==> config.mk <==
export PLATFORM = sky130hd
export DESIGN_NAME = interrupt_controller
export DESIGN_NICKNAME = d
export VERILOG_FILES = /design/src/rtl/interrupt_controller.sv
export SDC_FILE = /design/constraint.sdc
export NUM_CORES = 1
export LEC_CHECK = 0
export BUFFER_PORTS_ARGS = -buffer_cell sky130_fd_sc_hd__buf_2
export CAP_MARGIN = 20
export CORE_MARGIN = 3
export CORE_UTILIZATION = 56
export CTS_BUF_LIST = sky130_fd_sc_hd__clkbuf_2 sky130_fd_sc_hd__clkbuf_4 sky130_fd_sc_hd__clkbuf_8
export CTS_CLUSTER_SIZE = 20
export DETAILED_ROUTE_END_ITERATION = 12
export HOLD_SLACK_MARGIN = 0.1
export PLACE_DENSITY = 0.85
export SYNTH_ARGS = -nofsm -noshare
export SYNTH_HDL_FRONTEND = slang
export SYNTH_SLANG_ARGS = --single-unit
==> constraint.sdc <==
create_clock -name CLK -period 4.2 [get_ports CLK]
set_input_delay 0.42 -clock CLK [delete_from_list [all_inputs] [get_ports CLK]]
set_output_delay 0.42 -clock CLK [all_outputs]
set_load 0.02 [all_outputs]
==> src/rtl/interrupt_controller.sv <==
// interrupt_controller: masks pending sources, vectors the highest-priority one to the core,
// and runs the IRQ/ACK/RETI handshake with an acknowledge timeout.
module interrupt_controller #(
  parameter int         ACK_TIMEOUT = 16,
  parameter logic [7:0] MASK_RESET  = 8'hFF
) (
  input  logic       CLK,
  input  logic       RST,
  input  logic [7:0] State,
  input  logic       Global_En,
  input  logic       Mask_We,
  input  logic [7:0] Mask_In,
  input  logic       Int_Ack,
  input  logic       RETI,
  output logic       IRQ,
  output logic [2:0] Int_Vector,
  output logic [7:0] Int_Clear,
  output logic [7:0] Mask,
  output logic       Busy,
  output logic       Timeout_Err
);
  typedef enum logic [1:0] {IDLE, ASSERT, SERVICE} state_e;
  state_e     state_q, state_d;
  logic       irq_q, irq_d, busy_q, busy_d, terr_q, terr_d;
  logic [2:0] vec_q, vec_d, win;
  logic [7:0] clr_q, clr_d, mask_q, mask_d, cnt_q, cnt_d, pending;
  assign pending = State & mask_q;
  always_comb begin
    win = '0;
    for (int i = 0; i < 8; i++) if (pending[i]) win = 3'(i);
  end
  always_comb begin
    state_d = state_q;
    irq_d   = irq_q;
    vec_d   = vec_q;
    clr_d   = '0;
    busy_d  = busy_q;
    terr_d  = terr_q;
    cnt_d   = cnt_q;
    mask_d  = Mask_We ? Mask_In : mask_q;
    case (state_q)
      IDLE: if (Global_En && |pending) begin
        vec_d   = win;
        irq_d   = 1'b1;
        cnt_d   = '0;
        state_d = ASSERT;
      end
      ASSERT: begin
        // Ack beats enable drop, which beats the timeout
        if (Int_Ack) begin
          irq_d   = 1'b0;
          clr_d   = 8'b1 << vec_q;
          busy_d  = 1'b1;
          state_d = SERVICE;
        end else if (!Global_En) begin
          irq_d   = 1'b0;
          state_d = IDLE;
        end else if (cnt_q == 8'(ACK_TIMEOUT - 1)) begin
          irq_d   = 1'b0;
          terr_d  = 1'b1;
          state_d = IDLE;
        end else cnt_d = cnt_q + 8'd1;
      end
      SERVICE: if (RETI) begin
        busy_d  = 1'b0;
        state_d = IDLE;
      end
      default: state_d = IDLE;
    endcase
  end
  always_ff @(posedge CLK) begin
    if (RST) begin
      state_q <= IDLE;
      irq_q   <= 1'b0;
      vec_q   <= '0;
      clr_q   <= '0;
      busy_q  <= 1'b0;
      terr_q  <= 1'b0;
      cnt_q   <= '0;
      mask_q  <= MASK_RESET;
    end else begin
      state_q <= state_d;
      irq_q   <= irq_d;
      vec_q   <= vec_d;
      clr_q   <= clr_d;
      busy_q  <= busy_d;
      terr_q  <= terr_d;
      cnt_q   <= cnt_d;
      mask_q  <= mask_d;
    end
  end
  assign IRQ         = irq_q;
  assign Int_Vector  = vec_q;
  assign Int_Clear   = clr_q;
  assign Mask        = mask_q;
  assign Busy        = busy_q;
  assign Timeout_Err = terr_q;
endmodule
=== Word-level counts from Yosys, hierarchy flattened ===
Cells that the tools add are included.

* Word-level logic and storage cells: 61
* Output and inout port bits: 22
* Flip-flop bits (word level): 32
* Bits of input ports: 22

* Mux-type cells: 26
* $add $sub $neg: 1
* Eq/ne operators: 10
* Bitwise operators: 3
* Reduce and logical (&&, ||, !) cells: 12
* Shift-type cells: 1

{| class="wikitable"
|+ Operators by type and width
! kind !! count
|-
| 2-to-1 mux 8 bit || 4
|-
| 2-to-1 mux 3 bit || 6
|-
| one-hot mux 8 bit (2 select lines) || 1
|-
| != test 2 bit, second input constant || 6
|-
| 2-to-1 mux 2 bit || 5
|-
| AND reduction 3 bit || 3
|-
| adder 8 x 1 -> 8 bit, second input constant || 1
|-
| bitwise AND 8 bit || 1
|-
| equality test 8 x 4 -> 1 bit, second input constant || 1
|-
| OR reduction 8 bit || 1
|-
| left shift 1 x 3 -> 8 bit, first input constant || 1
|-
| 2-to-1 mux 1 bit || 7
|-
| one-hot mux 2 bit (3 select lines) || 1
|-
| AND reduction 5 bit || 1
|-
| != test 4 bit, second input constant || 1
|-
| one-hot mux 1 bit (2 select lines) || 2
|-
| AND reduction 4 bit || 1
|-
| nonzero test 2 bit || 2
|-
| OR reduction 3 bit || 1
|-
| equality test 2 x 1 -> 1 bit, second input constant || 1
|-
| equality test 2 bit, second input constant || 1
|-
| logical NOT 2 bit || 1
|-
| NOT 1 bit || 2
|-
| AND reduction 2 bit || 1
|-
| logical AND 1 bit || 1
|}

=== Logic depth before layout (Yosys ltp) ===
Gate-level depths: netlist (run 1).

* Depth in word-level cells: 8
* Gate-level depth with buffers: 5
* Depth with buffers taken out: 5

=== Worst setup path before layout (run 1) ===
OpenSTA, ideal clock, no wires.

* Path type: input -> register
* Start point: input port State[4]
* End point: register cnt_q[1]
* Arrival time: 1.466 ns
* Setup time: 0.116 ns
* Stages on the path: 4
* Data required time: 4.084 ns
* Path buffers: 0
* Setup slack: 2.618 ns
* Path through: a22oi_1 > a41oi_4 > nand2b_4 > a41o_1

* Word-level cells in the longest chain between the ends: 5

{| class="wikitable"
|+ RTL lines
! element !! line !! source
|-
| from (decl) || 9 || <nowiki>input logic [7:0] State,</nowiki>
|-
| bitwise AND 8 bit || 27 || <nowiki>assign pending = State & mask_q;</nowiki>
|-
| OR reduction 8 bit || 42 || <nowiki>IDLE: if (Global_En && |pending) begin</nowiki>
|-
| logical AND 1 bit || 42 ||
|-
| != test 2 bit (no source line) || - ||
|-
| AND reduction 5 bit (no source line) || - ||
|-
| to (signal assigned) || 88 || <nowiki>cnt_q <= cnt_d;</nowiki>
|-
| to (decl) || 26 || <nowiki>logic [7:0] clr_q, clr_d, mask_q, mask_d, cnt_q, cnt_d, pending;</nowiki>
|}

Every way passes these cells.
A chain may end at the register's enable or synchronous reset.

=== Final worst setup path (run 1) ===
* Start point: register cnt_q[0]
* End point: register cnt_q[1]

* Word-level cells in the longest chain between the ends: 5
* Elaborated cells on any way between the ends: 8
* Those cells by class: 1 x add/sub; 2 x eq/ne; 4 x mux; 1 x reduce/logical

{| class="wikitable"
|+ RTL lines
! element !! line !! source
|-
| adder 8 x 1 -> 8 bit || 62 || <nowiki>end else cnt_d = cnt_q + 8'd1;</nowiki>
|-
| 2-to-1 mux 8 bit || 58 || <nowiki>end else if (cnt_q == 8'(ACK_TIMEOUT - 1)) begin</nowiki>
|-
| 2-to-1 mux 8 bit || 55 || <nowiki>end else if (!Global_En) begin</nowiki>
|-
| 2-to-1 mux 8 bit || 50 || <nowiki>if (Int_Ack) begin</nowiki>
|-
| one-hot mux 8 bit (2 select lines) || 41 || <nowiki>case (state_q)</nowiki>
|}

Several ways; a longest one is shown, not always the timed one. The select of a mux whose other input is x is not followed.

==> impl_metrics.yaml, run 1 <==
outcome:
  status: "finished clean"
sta:
  fin_crit_ns: 1.668
  final.setup.tns_ns: 0
  grt_setup_unrepaired: "no"
  finalHoldViolCount: 0
  slew_headroom_pct: 57.28
  worst_pin_slew_ns: 0.6395
  max_freq_mhz: 599.7
  slew_violations: 0
  postLayoutSetupSlackWorst_ns: 2.533
  post-route-period-util_pct: 39.70
  skew_ns: 0.007140
  final-setup-viol-count: 0
global_route:
  grt_max_degree: 18
  grt_util_all_layers_pct: 20.11
  grt_pass1_wl_mm: 4.892
  grt_overflow: 0
  antenna_found_initial: 0
  grt_pass1_vias: 1075
synthesis:
  yosysWarnings: 0
  yosys.area_share.simple_pct: 23.78
  synth_top_family_by_area: "simple AND/OR/NAND/NOR gates"
  syn_nets: 165
  synth_area_per_cell_um2: 9.781
  synthAdderAreaFrac_pct: 0.9009
  synth_top_cell_area_share_pct: 46.13
  synthMuxAreaShare_pct: 5.766
  synth_cell_type_count: 43
  synth.area.top_cells: "dfxtp_1, mux2i_1, nor2_1"
  synth_compound_area_share_pct: 20.00
  synth-seq-cells: 32
  synth.largest_area_cell: "dfxtp_1"
  ys_seq_area_share_pct: 46.13
  synthesis.instances: 142
  syn-cell-area_mm2: 0.001389
  yosys.area_share.xor_xnor_pct: 0.6306
die:
  die_height_um: 55.80
  dieArea_mm2: 0.003114
  io_pins: 44
  rows: 17
  die_w_um: 55.80
  core_area_mm2: 0.002276
  start_util_pct: 61.02
route:
  drt_iter0_drc: 38
  drtAntennaViolNets: 0
  viasPerCell: 5.833
  vias: 1260
  avgRoutedWirePerCell_um: 14.43
  first_pass_iters: 4
  wirelength_mm: 3.117
  drc: 0
final_layout:
  layout_common_cells: "buf_2, dfxtp_1, nor2_1"
  fin_nets: 210
  syn_to_final_growth_pct: 20.45
  postLayoutCellArea_mm2: 0.001673
  diodes: 0
  instances_no_fill: 216
  drive_gt1_share_pct: 32.98
  mostFrequentLayoutCell: "buf_2"
pwr:
  power_density_mw_per_mm2: 357.5
  ir_drop_mv: 0.2558
  p_leak_uw: 0.0007154
critical_path:
  r2r-end: "cnt_q[1]$_SDFFE_PP0P_"
  critPathKind: "register to register"
  startpoint: "cnt_q[0]$_SDFFE_PP0P_"
  critPathLaunchType: "register"
  r2r_slack_ns: 2.53
  ff2ff_path_depth: 5
  r2r_start: "cnt_q[0]$_SDFFE_PP0P_"
  worst_ep_required_time_ns: 4.48
  worstPathArrival_ns: 1.95
  crit_end: "cnt_q[1]$_SDFFE_PP0P_"
  crit_fanout: 5
  worstSetupEndpointType: "register"
clock_tree:
  ctsHoldBuffers: 0
  cts.sinks: 32
  htreeDepth: 2
  cts_buffers: 5
  cts_root_buffer: "clkbuf_4"
  insertion_delay_ns: 0.34
  cts_setup_buffers: 0
  cts_resized: 0
  clkTransAtPathRegs_ns: 0.09
  cts_buffer_depth: 2
  tritoncts: "built"
placed_design:
  gp_congestion: 0.8541
  portBuffers: 43
  hpwl_mm: 2.344
  place_area_mm2: 0.001612
  place_ws_ns: 2.370
  dp.cells: 208
job:
  maxCapViolCount: 0
worst_hold_path:
  worstHoldStart: "Mask_In[0]"
  holdCritPathClass: "input pin to register"
[logic make-up after synthesis]
kind of cell	count (synthesis)
and+or+nand+nor	61
DFF	32
adders and majority gates	1
muxes	8
AOI/OAI and AO/OA	31
xor gates and xnor gates	1
buffers and inverters	8
[critical path, stage by stage, from the launching register on]
cell	delay [ns]
dfxtp_1	0.41
ha_1	0.24
nand3_1	0.24
o21a_1	0.32
nor4b_2	0.28
a41o_1	0.13
[flip-flops by register name (all words and copies together), names as in the netlist]
name	cells
Timeout_Err	1
Int_Clear	8
cnt_q	8
Mask	8
state_q	2
IRQ	1
Int_Vector	3
Busy	1
[how the worst min path moves through the flow]
| stage | cells past startpoint | endpoint | slack [ns] |
|---|---|---|---|
| 2_1_floorplan | 1 | cnt_q[6]$_SDFFE_PP0P_ | 0.47 |
| 3_3_place_gp | 2 | Timeout_Err$_SDFFE_PP0P_ | 0.45 |
| 3_5_place_dp | 2 | Timeout_Err$_SDFFE_PP0P_ | 0.46 |
| 4_1_cts | 3 | Mask[0]$_SDFFE_PP1P_ | 0.29 |
| 5_1_grt | 3 | Mask[1]$_SDFFE_PP1P_ | 0.29 |
| 6_report | 3 | Mask[0]$_SDFFE_PP1P_ | 0.30 |
[layout make-up]
cell class	instances	area [um^2]
clock inverter	2	10.01
timing repair buffer	43	215.2
sequential	32	640.6
fill	170	603.1
inverter	3	11.26
multi-input combinational	102	709.4
tap	28	35.03
clock buffer	6	51.30
[power by group]
part           internal (uW)  switching (uW)  leakage (uW)
Combinational           34.9            53.3      0.000416
Sequential               315            12.0      0.000261
Clock                   79.5             104     0.0000380
[synthesized netlist by cell type, drive strengths merged]
cell	n
a211oi	2
a21oi	5
a221oi	1
a22oi	5
a311oi	6
a31o	1
a31oi	1
a32oi	1
a41o	1
a41oi	3
and2	1
and3	2
and4bb	1
buf	1
clkbuf	4
dfxtp	32
ha	1
inv	3
mux2i	8
nand2	15
nand2b	7
nand3	1
nand4	3
nand4b	1
nand4bb	1
nor2	17
nor2b	1
nor3	7
nor4	1
nor4b	1
o211ai	1
o21a	1
o21ai	3
or3b	1
or4	1
xnor2	1
[per-stage QoR]
stage	util (%)	power (uW)	hold WS, ns
floorplan	-	391.3	0.4737
global placement	70.81	417.4	0.4484
detailed placement	70.81	421.4	0.4564
CTS	73.50	602.3	0.2885
global route	73.50	624.6	0.2938
finish	73.50	598.1	0.2986
[per-layer routing]
layer | vias up | share of wire (%) | track usage [%]
li1 | 620 | - | -
met1 | 603 | 44 | 23.99
met2 | 31 | 50 | 33.61
met3 | 6 | 4.9 | 6.265
met4 | 0 | 1.6 | 7.639
met5 | - | 0 | 0
No activity file was read; power rests on OpenSTA's default activity.
==> run 2, diff against run 1 <==
--- a/config.mk
+++ b/config.mk
@@ -5,15 +5,16 @@
 export SDC_FILE = /design/constraint.sdc
 export NUM_CORES = 1
 export LEC_CHECK = 0
+export ABC_AREA = 1
 export BUFFER_PORTS_ARGS = -buffer_cell sky130_fd_sc_hd__buf_2
 export CAP_MARGIN = 20
 export CORE_MARGIN = 3
-export CORE_UTILIZATION = 56
+export CORE_UTILIZATION = 52
 export CTS_BUF_LIST = sky130_fd_sc_hd__clkbuf_2 sky130_fd_sc_hd__clkbuf_4 sky130_fd_sc_hd__clkbuf_8
 export CTS_CLUSTER_SIZE = 20
 export DETAILED_ROUTE_END_ITERATION = 12
 export HOLD_SLACK_MARGIN = 0.1
-export PLACE_DENSITY = 0.85
+export PLACE_DENSITY = 0.8
 export SYNTH_ARGS = -nofsm -noshare
 export SYNTH_HDL_FRONTEND = slang
 export SYNTH_SLANG_ARGS = --single-unit
==> constraint.sdc (replaced) <==
create_clock -name CLK -period 1.7 [get_ports CLK]
set_input_delay 0.17 -clock CLK [delete_from_list [all_inputs] [get_ports CLK]]
set_output_delay 0.17 -clock CLK [all_outputs]
set_load 0.02 [all_outputs]
==> impl_metrics.yaml, run 2 <==
synthesis:
  synth_cell_type_count: 26
  synth_area_per_cell_um2: 7.254
  synth.area.top_cells: "dfxtp_1, nand2_1, nand3_1"
  synth_common_cells: "nand2_1, dfxtp_1, nor2_1"
  synthesis.instances: 188
  synth-main-ff-cell: "dfxtp_1"
  synth-seq-cells: 32
  synth_edf_count: 0
  synth_top_cell_area_share_pct: 46.97
  synth.largest_area_cell: "dfxtp_1"
  syn_nets: 211
  ys_seq_area_share_pct: 46.97
  synthArstFlopShare_pct: 0
  synth.most_common_cell: "nand2_1"
  yosysWarnings: 0
  syn-cell-area_mm2: 0.001364
pwr:
  internal_power_uw: 1080
  ir_drop_mv: 0.5367
  power_density_mw_per_mm2: 874.2
  pwr-share-seq_pct: 53.4
  p_clk_share_pct: 29.6
  power.total_uw: 1519
  p_sw_share_pct: 28.94
  power_switching_uw: 439.7
  power_frac_comb_pct: 17.0
  p_leak_uw: 0.0008523
clock_tree:
  cts_buffers: 5
  cts.sinks: 32
  insertion_delay_ns: 0.33
  htreeDepth: 2
  tritoncts: "built"
  cts_setup_buffers: 0
  clkTransAtPathRegs_ns: 0.10
  cts_root_buffer: "clkbuf_4"
  cts_buffer_depth: 2
final_layout:
  mostFrequentLayoutCell: "nand2_1"
  diodes: 0
  drive_gt1_share_pct: 26.64
  fin_nets: 266
  syn_to_final_growth_pct: 27.43
  layout_common_cells: "nand2_1, buf_2, dfxtp_1"
global_route:
  grt_pass1_wl_mm: 5.388
  antenna_found_initial: 0
  grt_pass1_vias: 1303
  grt_util_all_layers_pct: 21.27
  grt_overflow: 0
  grt_max_degree: 14
critical_path:
  r2r_start: "cnt_q[0]$_SDFFE_PP0P_"
  crit_fanout: 13
  ff2ff_path_depth: 9
  worst_ep_required_time_ns: 1.97
  r2r-end: "cnt_q[3]$_SDFFE_PP0P_"
  worstSetupEndpointType: "register"
  worstPathArrival_ns: 1.78
  r2r_slack_ns: 0.18
  critPathKind: "register to register"
  critPathLaunchType: "register"
die:
  core_area_mm2: 0.002340
  io_pins: 44
  start_util_pct: 58.29
  die_height_um: 57.21
  die_w_um: 57.21
  dieArea_mm2: 0.003273
  rows: 17
worst_hold_path:
  worstHoldStart: "RST"
  holdCritPathClass: "input pin to register"
  min_path_cells: 2
  min_to: "cnt_q[1]$_SDFFE_PP0P_"
placed_design:
  gp_congestion: 0.8614
  portBuffers: 43
  place_ws_ns: 0.2199
  hpwl_mm: 2.356
route:
  drc: 0
  first_pass_iters: 4
  drt_iter0_drc: 36
  wirelength_mm: 3.316
  drtAntennaViolNets: 0
  top_layer: "met4"
  vias: 1391
  dr_wl_met2_mm: 1.653
  wl_met1_mm: 1.358
  viasPerCell: 5.114
  dr_wl_met3_um: 257
  avgRoutedWirePerCell_um: 12.19
sta:
  postLayoutSetupSlackWorst_ns: 0.1837
  grt_setup_unrepaired: "no"
  slew_headroom_pct: 82.76
  max_freq_mhz: 659.5
  skew_ns: 0.01095
  post-route-period-util_pct: 89.20
  slew_violations: 0
  final.setup.tns_ns: 0
  fin_crit_ns: 1.516
  worst_pin_slew_ns: 0.2570
  final-setup-viol-count: 0
  finalHoldViolCount: 0
job:
  maxCapViolCount: 0
outcome:
  status: "finished clean"
-- run 2: power groups by stage --
stage               logic (uW)  registers (uW)  clock network [uW]
floorplan                  137             857                   0
global placement           233             826                   0
detailed placement         240             829                   0
CTS                        255             812                 458
global route               287             817                 498
finish                     259             812                 449
-- run 2: final cells by class --
cell class	count	area [um^2]
clock buffers	6	51.30
clock inverters	2	10.01
fillers	189	601.8
inverters	18	67.56
multi-input cells	133	623.1
flip-flops and latches	32	640.6
well taps	28	35.03
repair buffers	53	310.3
-- run 2: logic make-up (layout without fill, tap and decap cells) --
family / count (synthesis) / in the layout / synth area share (%)
flops: 32 / 32 / 46.97
compound gates: 22 / 22 / 9.817
simple gates: 110 / 110 / 34.95
buf+inv: 23 / 79 / 7.339
fa+ha+maj: 1 / 1 / 0.9173
-- run 2: worst max path at each step --
stage	start	endpoint	slack, ns	depth (start not counted)
2_1_floorplan	cnt_q[0]$_SDFFE_PP0P_	cnt_q[3]$_SDFFE_PP0P_	0.28	9
3_3_place_gp	cnt_q[0]$_SDFFE_PP0P_	cnt_q[4]$_SDFFE_PP0P_	0.27	8
3_5_place_dp	cnt_q[0]$_SDFFE_PP0P_	cnt_q[4]$_SDFFE_PP0P_	0.22	9
4_1_cts	cnt_q[0]$_SDFFE_PP0P_	cnt_q[2]$_SDFFE_PP0P_	0.17	8
5_1_grt	cnt_q[0]$_SDFFE_PP0P_	cnt_q[5]$_SDFFE_PP0P_	0.04	9
6_report	cnt_q[0]$_SDFFE_PP0P_	cnt_q[3]$_SDFFE_PP0P_	0.18	9
-- run 2: metal layers --
| metal | vias to the layer above | global-route usage [%] |
|---|---|---|
| li1 | 708 | - |
| met1 | 621 | 23.39 |
| met2 | 56 | 38.99 |
| met3 | 6 | 4.751 |
| met4 | 0 | 8.940 |
| met5 | - | 0 |
-- run 2: worst max-delay path, stage by stage (launching register included) --
cell and delay [ns]:
dfxtp_1 0.38, ha_1 0.20, nand2_2 0.08, nor2_4 0.10, inv_2 0.06, o21ai_4 0.22
nand2_4 0.14, o21ai_1 0.11, nand2_1 0.06, nor2_1 0.09
-- run 2: stage by stage --
step	area (um^2)	utilization (%)	instances	hold slack (ns)
after CTS	1738	74.28	272	0.1139
after global routing	1738	74.28	272	0.1096
after detailed placement	1597	68.24	256	0.3889
final	1738	74.28	272	0.1110
after floorplan	1364	-	188	0.2922
after global placement	1597	68.24	256	0.3811
-- run 2: timing repair --
action	4_1_cts	5_1_grt
resized for setup	0	0
endpoints found under the hold margin	8	0
hold buffers	8	0
==> run 3, diff against run 2 <==
--- a/config.mk
+++ b/config.mk
@@ -5,7 +5,6 @@
 export SDC_FILE = /design/constraint.sdc
 export NUM_CORES = 1
 export LEC_CHECK = 0
-export ABC_AREA = 1
 export BUFFER_PORTS_ARGS = -buffer_cell sky130_fd_sc_hd__buf_2
 export CAP_MARGIN = 20
 export CORE_MARGIN = 3
@@ -14,7 +13,7 @@
 export CTS_CLUSTER_SIZE = 20
 export DETAILED_ROUTE_END_ITERATION = 12
 export HOLD_SLACK_MARGIN = 0.1
-export PLACE_DENSITY = 0.8
+export PLACE_DENSITY = 0.79
 export SYNTH_ARGS = -nofsm -noshare
 export SYNTH_HDL_FRONTEND = slang
 export SYNTH_SLANG_ARGS = --single-unit
==> impl_metrics.yaml, run 3 (same netlist as run 1, synthesis figures left out) <==
die:
  start_util_pct: 55.56
  die_w_um: 57.68
  die_height_um: 57.68
  core_area_mm2: 0.002500
  rows: 18
  io_pins: 44
  dieArea_mm2: 0.003327
global_route:
  grt_overflow: 0
  grt_pass1_vias: 1294
  grt_util_all_layers_pct: 22.81
  grt_pass1_wl_mm: 5.796
  antenna_found_initial: 0
  grt_max_degree: 18
critical_path:
  r2r-end: "cnt_q[1]$_SDFFE_PP0P_"
  cpMaxStageDelayCell: "or4_4"
  timing.critical_path.buf_inv: 0
  critPathLaunchType: "register"
  ff2ff_path_depth: 4
  critPathTopFamily: "simple AND/OR/NAND/NOR gates"
  path_cells: "or4_4, o21a_2, nor4b_4, a41o_1"
  worstPathArrival_ns: 1.91
  worst_ep_required_time_ns: 1.96
  critPathKind: "register to register"
  cpPeakStageDelay_ns: 0.57
  startpoint: "cnt_q[4]$_SDFFE_PP0P_"
  worstSetupEndpointType: "register"
  crit_end: "cnt_q[1]$_SDFFE_PP0P_"
  r2r_start: "cnt_q[4]$_SDFFE_PP0P_"
  path_depth: 4
  r2r_slack_ns: 0.05
  crit_fanout: 4
pwr:
  power_switching_uw: 415.3
  power_density_mw_per_mm2: 836.7
  power_frac_comb_pct: 17.4
  internal_power_uw: 1128
  p_leak_uw: 0.0007829
  p_clk_share_pct: 30.2
  pwr-share-seq_pct: 52.4
  p_sw_share_pct: 26.92
  ir_drop_mv: 0.6877
sta:
  postLayoutSetupSlackWorst_ns: 0.04957
  grt_setup_unrepaired: "no"
  worst_pin_slew_ns: 0.4147
  post-route-period-util_pct: 97.08
  max_freq_mhz: 605.9
  finalHoldViolCount: 0
  final-setup-viol-count: 0
  slew_violations: 0
  skew_ns: 0.009969
  final.setup.tns_ns: 0
  slew_headroom_pct: 72.32
  fin_crit_ns: 1.650
clock_tree:
  clkTransAtPathRegs_ns: 0.10
  htreeDepth: 2
  tritoncts: "built"
  cts_root_buffer: "clkbuf_4"
  cts_buffer_depth: 2
  cts.sinks: 32
  cts_buffers: 5
  insertion_delay_ns: 0.32
route:
  first_pass_iters: 4
  viasPerCell: 5.897
  wirelength_mm: 3.745
  drtAntennaViolNets: 0
  vias: 1368
  drc: 0
  drt_iter0_drc: 64
  avgRoutedWirePerCell_um: 16.14
final_layout:
  drive_gt1_share_pct: 36.14
  regArea_um2: 641.9
  syn_to_final_growth_pct: 32.79
  fin_nets: 225
  n_fill_cell: 200
  layout_common_cells: "buf_2, dfxtp_1, nor2_1"
  multi_input_area_um2: 748.2
  mostFrequentLayoutCell: "buf_2"
  diodes: 0
worst_hold_path:
  holdCritPathClass: "input pin to register"
placed_design:
  portBuffers: 43
  gp_congestion: 0.7717
  place_ws_ns: 0.05516
  hpwl_mm: 2.423
outcome:
  status: "finished clean"
job:
  maxCapViolCount: 0
-- run 3: power groups by stage --
stage               Combinational (uW)  Sequential [uW]  Clock, uW
detailed placement                 229              824          0
CTS                                245              806        479
global placement                   223              822          0
floorplan                          117              850          0
finish                             268              809        466
global route                       290              813        511
-- run 3: per-stage QoR --
step / hold slack [ns] / instances / utilization, % / area [um^2] / total power (uW)
6_report: 0.1764 / 232 / 73.77 / 1844 / 1543
5_1_grt: 0.2086 / 232 / 73.77 / 1844 / 1614
4_1_cts: 0.1731 / 230 / 71.87 / 1797 / 1530
3_5_place_dp: 0.3902 / 215 / 66.07 / 1652 / 1052
3_3_place_gp: 0.3829 / 215 / 66.07 / 1652 / 1045
2_1_floorplan: 0.2989 / 142 / - / 1389 / 966.7
-- run 3: worst min-delay path by stage --
| stage | start | end | slack (ns) | depth (start not counted) |
|---|---|---|---|---|
| after floorplan | Mask_In[0] | Mask[0]$_SDFFE_PP1P_ | 0.30 | 2 |
| final | RETI | Busy$_SDFFE_PP0P_ | 0.18 | 4 |
| after global routing | RETI | Busy$_SDFFE_PP0P_ | 0.21 | 4 |
| after CTS | RETI | Busy$_SDFFE_PP0P_ | 0.17 | 4 |
| after detailed placement | Mask_In[4] | Mask[4]$_SDFFE_PP1P_ | 0.39 | 3 |
| after global placement | Mask_In[4] | Mask[4]$_SDFFE_PP1P_ | 0.38 | 3 |
-- run 3: cell type report --
cell class                      count  share of cell area, %
Sequential cell                    32                  34.80
Inverter                            3                 0.6106
Timing Repair Buffer               57                  18.45
Multi-Input combinational cell    103                  40.57
Tap cell                           30                  2.035
Clock buffer                        7                  3.528
-- run 3: tightest hold or removal path: stages --
cell and delay (ns):
buf_2 0.10, nand2b_1 0.06, a21oi_1 0.06, nor2_1 0.07
-- run 3: routing by layer --
layer,share of wire [%],vias to the layer above,track usage [%]
met5,0,-,0
met4,2.4,0,10.26
li1,-,648,-
met1,40,662,25.63
met2,52,48,40.16
met3,6.0,10,6.013
-- run 3: what timing repair did --
item                       4_1_cts  5_1_grt
hold endpoints to repair         8        0
gates resized for setup          0        6
hold buffers                     8        0
setup endpoints to repair        0        8
setup buffers                    0        1
